<file path="src/rtl/drive_cmd_arbiter.sv">
// Registered drive-command arbiter: one-hot source select, zero-command guard on
// every source switch, and a conflicting-pair filter. Optional macro: DRIVE_CMD_SYNC_EN.
module drive_cmd_arbiter #(
  parameter int NUM_SRC      = 3,
  parameter int GUARD_CYCLES = 16,
  parameter int CNT_W        = 16
) (
  input  logic                 clk,
  input  logic                 rst_n,
  input  logic [NUM_SRC-1:0]   mode,
  input  logic [4*NUM_SRC-1:0] src_cmd,
  output logic [3:0]           cmd_out,
  output logic [NUM_SRC-1:0]   active_src,
  output logic                 guard_busy,
  output logic                 conflict
);

  typedef enum logic [1:0] {
    IDLE   = 2'd0,
    GUARD  = 2'd1,
    ACTIVE = 2'd2
  } state_t;

  localparam logic [CNT_W-1:0] GUARD_LOAD = CNT_W'(GUARD_CYCLES - 1);

  state_t               state;
  logic [NUM_SRC-1:0]   sel;
  logic [CNT_W-1:0]     cnt;
  logic [NUM_SRC-1:0]   mode_use;
  logic [4*NUM_SRC-1:0] src_use;

`ifdef DRIVE_CMD_SYNC_EN
  logic [NUM_SRC-1:0]   mode_q1, mode_q2;
  logic [4*NUM_SRC-1:0] src_q1, src_q2;

  // Two-flop synchronizers for inputs coming from other clock domains.
  always_ff @(posedge clk or negedge rst_n) begin
    if (!rst_n) begin
      mode_q1 <= '0;
      mode_q2 <= '0;
      src_q1  <= '0;
      src_q2  <= '0;
    end else begin
      mode_q1 <= mode;
      mode_q2 <= mode_q1;
      src_q1  <= src_cmd;
      src_q2  <= src_q1;
    end
  end

  assign mode_use = mode_q2;
  assign src_use  = src_q2;
`else
  assign mode_use = mode;
  assign src_use  = src_cmd;
`endif

  logic       mode_valid;
  logic [3:0] src_sel;
  logic [3:0] src_filt;
  logic       src_conflict;

  assign mode_valid = (mode_use != '0) &&
                      ((mode_use & (mode_use - NUM_SRC'(1))) == '0);

  // NOTE: every variable assigned in always_comb gets a default first so no latch is inferred.
  always_comb begin
    src_sel = '0;
    for (int i = 0; i < NUM_SRC; i++) begin
      if (sel[i]) src_sel = src_sel | src_use[4*i +: 4];
    end
  end

  // Bit order {turn_left, turn_right, move_backward, move_forward}.
  always_comb begin
    src_filt     = src_sel;
    src_conflict = 1'b0;
    if (src_sel[3] && src_sel[2]) begin
      src_filt[3:2] = 2'b00;
      src_conflict  = 1'b1;
    end
    if (src_sel[1] && src_sel[0]) begin
      src_filt[1:0] = 2'b00;
      src_conflict  = 1'b1;
    end
  end

  // NOTE: sequential state uses non-blocking assignments so all registers update together at the edge.
  always_ff @(posedge clk or negedge rst_n) begin
    if (!rst_n) begin
      state      <= IDLE;
      sel        <= '0;
      cnt        <= '0;
      cmd_out    <= '0;
      active_src <= '0;
      guard_busy <= 1'b0;
      conflict   <= 1'b0;
    end else begin
      // Defaults: zero command, no conflict; ACTIVE overrides below.
      cmd_out    <= '0;
      active_src <= '0;
      conflict   <= 1'b0;
      case (state)
        IDLE: begin
          guard_busy <= 1'b0;
          if (mode_valid) begin
            sel        <= mode_use;
            cnt        <= GUARD_LOAD;
            state      <= GUARD;
            guard_busy <= 1'b1;
          end
        end

        GUARD: begin
          if (!mode_valid) begin
            state      <= IDLE;
            guard_busy <= 1'b0;
          end else if (mode_use != sel) begin
            sel        <= mode_use;
            cnt        <= GUARD_LOAD;
            guard_busy <= 1'b1;
          end else if (cnt == '0) begin
            state      <= ACTIVE;
            guard_busy <= 1'b0;
            cmd_out    <= src_filt;
            active_src <= sel;
            conflict   <= src_conflict;
          end else begin
            cnt        <= cnt - CNT_W'(1);
            guard_busy <= 1'b1;
          end
        end

        ACTIVE: begin
          if (!mode_valid) begin
            state      <= IDLE;
            guard_busy <= 1'b0;
          end else if (mode_use != sel) begin
            sel        <= mode_use;
            cnt        <= GUARD_LOAD;
            state      <= GUARD;
            guard_busy <= 1'b1;
          end else begin
            guard_busy <= 1'b0;
            cmd_out    <= src_filt;
            active_src <= sel;
            conflict   <= src_conflict;
          end
        end

        default: begin
          state      <= IDLE;
          guard_busy <= 1'b0;
        end
      endcase
    end
  end

endmodule
</file>
<file path="config.mk">
export PLATFORM = sky130hd
export DESIGN_NAME = drive_cmd_arbiter
export DESIGN_NICKNAME = d
export VERILOG_FILES = /design/src/rtl/drive_cmd_arbiter.sv
export SDC_FILE = /design/constraint.sdc
export NUM_CORES = 1
export LEC_CHECK = 0
export ABC_AREA = 1
export ABC_CLOCK_PERIOD_IN_PS = 3600
export CORE_ASPECT_RATIO = 2
export CORE_MARGIN = 5
export CORE_UTILIZATION = 60
export DETAILED_ROUTE_END_ITERATION = 6
export GPL_TIMING_DRIVEN = 0
export MAX_ROUTING_LAYER = met4
export PLACE_DENSITY = 0.92
export SKIP_CTS_REPAIR_TIMING = 1
export SLEW_MARGIN = 5
export SYNTH_ARGS = -nofsm -noshare
export SYNTH_HDL_FRONTEND = slang
export SYNTH_SLANG_ARGS = --single-unit
</file>
<file path="constraint.sdc">
create_clock -name clk -period 3.6 [get_ports clk]
set_input_delay 0.72 -clock clk [delete_from_list [all_inputs] [get_ports clk]]
set_output_delay 0.72 -clock clk [all_outputs]
set_load 0.05 [all_outputs]
</file>
; Word-level counts from Yosys, hierarchy flattened
; Cells that the tools add are included.
[totals]
register_bits = 30
latch_bits = 0
ramBits = 0
mem_bits_ro = 0
input_bits = 17
memories = 0
[op_classes]
addsub = 2
mul = 0
n_div = 0
n_lt_le_gt_ge = 0
n_eq_ne = 13
n_shift = 0
muxes = 50
bitwise = 3
n_reduce_logical = 13
[op_table]
columns = operator, n
row1 = $mux W16, 6
row2 = $pmux W16 S3, 1
row3 = $mux W4, 8
row4 = $mux W3, 8
row5 = $logic_not A16 Y1, 1
row6 = $mux W2, 8
row7 = $sub A16 B1 Y16 const B, 1
row8 = $mux W1, 13
row9 = $ne A3 B3 Y1 const B, 4
row10 = $pmux W3 S2, 2
row11 = $ne A2 B2 Y1 const B, 4
row12 = $or A4 B4 Y4, 2
row13 = $pmux W4 S2, 1
row14 = $reduce_and A4 Y1, 2
row15 = $pmux W2 S3, 1
row16 = $reduce_and A6 Y1, 1
row17 = $reduce_bool A3 Y1, 2
row18 = $ne A2 B1 Y1 const B, 2
row19 = $and A3 B3 Y3, 1
row20 = $logic_and A1 B1 Y1, 3
row21 = $logic_not A3 Y1, 1
row22 = $ne A3 B3 Y1, 1
row23 = $pmux W1 S3, 1
row24 = $sub A3 B1 Y3 const B, 1
row25 = other kinds (6), 6

; Depth between registers and ports, before layout
[logic_depth]
ltp_word = 12
mapped_depth = 13
ltp_nobuf = 12

; Worst setup path before layout
; No wires, ideal clock.
[synth_path]
kind = input to register
startpoint = input mode[2]
endpoint = register cnt[2]
arrival_time_ps = 1654
path_slack_ps = 1831
path_stages = 11
path_buffers = 1
path_cell_list = inv_1 nand2_1 nand2_2 inv_1 nor2_4 nand2_4 nand2_4 nand2_8 buf_4 nand3_1 nand2_2
[synth_via]
elab_chain_cells = 6
elab_cells_between_ends = 15
cone_classes = add/sub: 1 / eq/ne: 6 / mux: 3 / bitwise: 1 / reduce/logical: 4
[synth_rtl]
columns = item, line
row1 = "start, declared", 10  ; input logic [NUM_SRC-1:0] mode,
row2 = $sub A3 B1 Y3, 64  ; ((mode_use & (mode_use - NUM_SRC'(1))) == '0);
row3 = $and A3 B3 Y3, 64
row4 = $logic_not A3 Y1, 64
row5 = $logic_and A1 B1 Y1, 63  ; assign mode_valid = (mode_use != '0) &&
row6 = $ne A2 B2 Y1 (no line), n/a
row7 = $reduce_and A6 Y1 (no line), n/a
row8 = "end signal, assigned", 129  ; cnt <= cnt - CNT_W'(1);
row9 = "end, declared", 28  ; logic [CNT_W-1:0] cnt;
; Parallel ways exist; a longest one is shown, timed or not. The select of a mux whose other input is x is not followed.
; A chain may end at the register's enable or synchronous reset.

; Final worst setup path
[layout_path]
startpoint = input mode[1]
endpoint = register cnt[11]
; The elaborated chain is that of the path after synthesis.

==> results.toml <==
[status]
status = "finished, final reports clean"

[cts]
cts_tree = "built"
cts_made_buffers = 5
cts-root-buf = "clkbuf_8"
clk_pin_slew_ns = 0.07
cts.path.max_buffers = 2
cts.sinks = 30
htree_levels = 2
clock_latency_ns = 0.29

[logic_synthesis]
synth.ff_latch_count = 30
seq_area_frac_synth_pct = 34.66
synth_area_mm2 = 0.002166
synth.distinct_cells = 32
synth-edff-count = 0
yosys-top-cells-count = "nand2_1 (82), nor2_1 (50), nand3_1 (34), inv_1 (31), dfrtp_1 (30)"
synth_area_leaders = "dfrtp_1 (35%), nand2_1 (14%), nor2_1 (8.7%), nand3_1 (7.9%), nand2_2 (7.2%)"
yosysWarningCount = 0
netlist.area_leader.share_pct = 34.66
synth_most_common_cell = "nand2_1"
synth_cells = 308
avgSynthCellArea_um2 = 7.032
synth-async-reset-ratio_pct = 100.0
ys.flop_type = "dfrtp_1"
synth_area_leader_cell = "dfrtp_1"
synth_fp_nets = 332

[worst_hold_path]
min-delay-path-class = "input port to async pin"

[routing]
vias_per_cell = 5.392
wl_um = 5325
drt_first_pass_iters = 5
drc = 0
postRouteAntennaNets = 0
first_iter_violations = 75
wl_per_cell_um = 13.65
routed-via-count = 2103

[setup_path]
r2r-end = "sel[1]"
cp.required_ns = 3.82
path_max_fanout = 8
crit_path_end_kind = "flop"
path_cells = "clkdlybuf4s50_1 > xnor2_4 > nand3_1 > nor2_2 > nand2_1 > nor2_1 > nand3_1 > nand2_2"
path_buf_inv = 1
r2r_setup_slack_ns = 1.76
start_kind = "input port"
slowest_stage = "clkdlybuf4s50_1"
path_common_cell = "nand3_1"
path_class = "input port to flop"
arrival_ns = 2.41
worstReg2RegStart = "state[0]"
slowest_delay_ns = 0.61
reg2regPathDepth = 7
critical_path.top_delay_family = "simple AND/OR/NAND/NOR gates"

[floorplan]
die_area_mm2 = 0.004984
dieHeight_um = 94.97
rows = 31
core-area_mm2 = 0.003568
fp.dieW_um = 52.49
ioPinCount = 26
start_util_pct = 60.69

[timing]
slew_viol_final = 0
clock_skew_ns = 0.006910
finalHoldViolCount = 0
setup_viol = 0
tightest_slew_ns = 0.6780
whs_ns = 0.4684
rsz0062_at_grt = "false"
layout_min_cycle_time_ns = 2.184
fin_crit_sh_pct = 60.67
relSlewSlack_pct = 54.80
tns_ns = 0
max_freq_mhz = 457.9

[global_routing]
grt_max_degree = 31
grt_pass1_vias = 2141
grt_pass1_wl_um = 9218
overflow = 0
grt_antenna_before_repair = 0
gr-usage-all-layers_pct = 25.69

[final_layout]
final_cells = 390
layout-drive-gt1-share_pct = 16.42
nFillCells = 282
final_nets = 364
syn_to_final_growth_pct = 18.37
antenna_cells = 0

[place]
dp.cells = 382
place.gp.congestion = 0.9652
portBuffers = 25
dpl.hpwl_um = 4088

[power]
powerDensity_mw_per_mm2 = 623.9
p_leak_nw = 1.308
ir_drop_mv = 0.6153

[flow_run]
cap_viol_max_count = 0
==> per-stage QoR <==
step | util [%] | area, µm² | power, mW | setup slack [ns]
2_1_floorplan | - | 2166 | 1.118 | 1.831
3_3_place_gp | 69.43 | 2477 | 1.278 | 1.164
3_5_place_dp | 69.28 | 2472 | 1.309 | 1.137
4_1_cts | 71.84 | 2564 | 1.601 | 1.420
5_1_grt | 71.84 | 2564 | 1.719 | 1.267
6_report | 71.84 | 2564 | 1.599 | 1.416
==> power breakdown <==
group,leakage [nW],switching [mW],internal (mW)
clock network,0.0482,0.131,0.154
logic,0.862,0.558,0.311
registers,0.397,0.0524,0.393
==> layer usage <==
layer  GRT usage [%]  vias to the layer above  part of all wire, %
met4           16.20                        0                  4.7
met3           3.633                       26                  4.1
met2           47.10                       75                   59
met1           23.46                      978                   32
met5               -                        -                    0
li1                -                     1024                    -
==> cell families (layout without fill, tap and decap cells) <==
logic type                 Yosys count  in the layout  synth area share (%)
buffers and inverters               41             74                 8.549
AOI/OAI and AO/OA                   18             18                 4.564
and+or+nand+nor                    208            208                 45.70
DFF                                 30             30                 34.66
xor gates and xnor gates             4              4                 2.485
adders and majority gates            7              7                 4.044
==> registers in the layout, summed over array words and instances, names as in the netlist <==
| signal | count |
|---|---|
| active_src | 3 |
| cmd_out | 4 |
| cnt | 16 |
| conflict | 1 |
| guard_busy | 1 |
| sel | 3 |
| state | 2 |
==> layout make-up <==
type / count / area (µm²) / share of cell area (%)
sequential: 30 / 750.7 / 29.28
timing repair buffer: 25 / 245.2 / 9.566
tap: 49 / 61.31 / 2.391
inverter: 35 / 131.4 / 5.124
multi-input combinational: 237 / 1230 / 47.97
clock inverter: 1 / 5.005 / 0.1952
clock buffer: 7 / 86.33 / 3.367
buffer: 6 / 53.80 / 2.099
==> layout by cell type, fill, tap and decap left out, types with 4 or more instances in the layout <==
cell | netlist | final
nand2_1 | 82 | 82
nor2_1 | 50 | 50
nand3_1 | 34 | 34
inv_1 | 31 | 31
dfrtp_1 | 30 | 30
nand2_2 | 25 | 25
clkdlybuf4s50_1 | 0 | 24
a21oi_1 | 8 | 8
ha_1 | 7 | 7
o21ai_0 | 6 | 6
clkbuf_8 | 0 | 6
inv_2 | 4 | 4
nor3_1 | 4 | 4
==> worst reg2reg max path: cells and delay by family (launching register included) <==
kind	cells	cell delay, ns
AOI/OAI and AO/OA	1	0.08
DFF	1	0.43
adders and majority gates	1	0.28
and+or+nand+nor	3	0.51
buffers and inverters	2	0.42
==> worst max path at each step <==
stage                     startpoint      end  slack [ns]  cells past startpoint
after floorplan              mode[2]   cnt[2]        1.83                     11
final                        mode[1]  cnt[11]        1.42                      8
after CTS                    mode[1]   cnt[2]        1.42                     11
after global placement       mode[1]   cnt[1]        1.16                     11
after detailed placement     mode[1]   cnt[2]        1.14                     11
after global routing         mode[1]  cnt[11]        1.27                      8
Power figures use the tool's default switching activity.
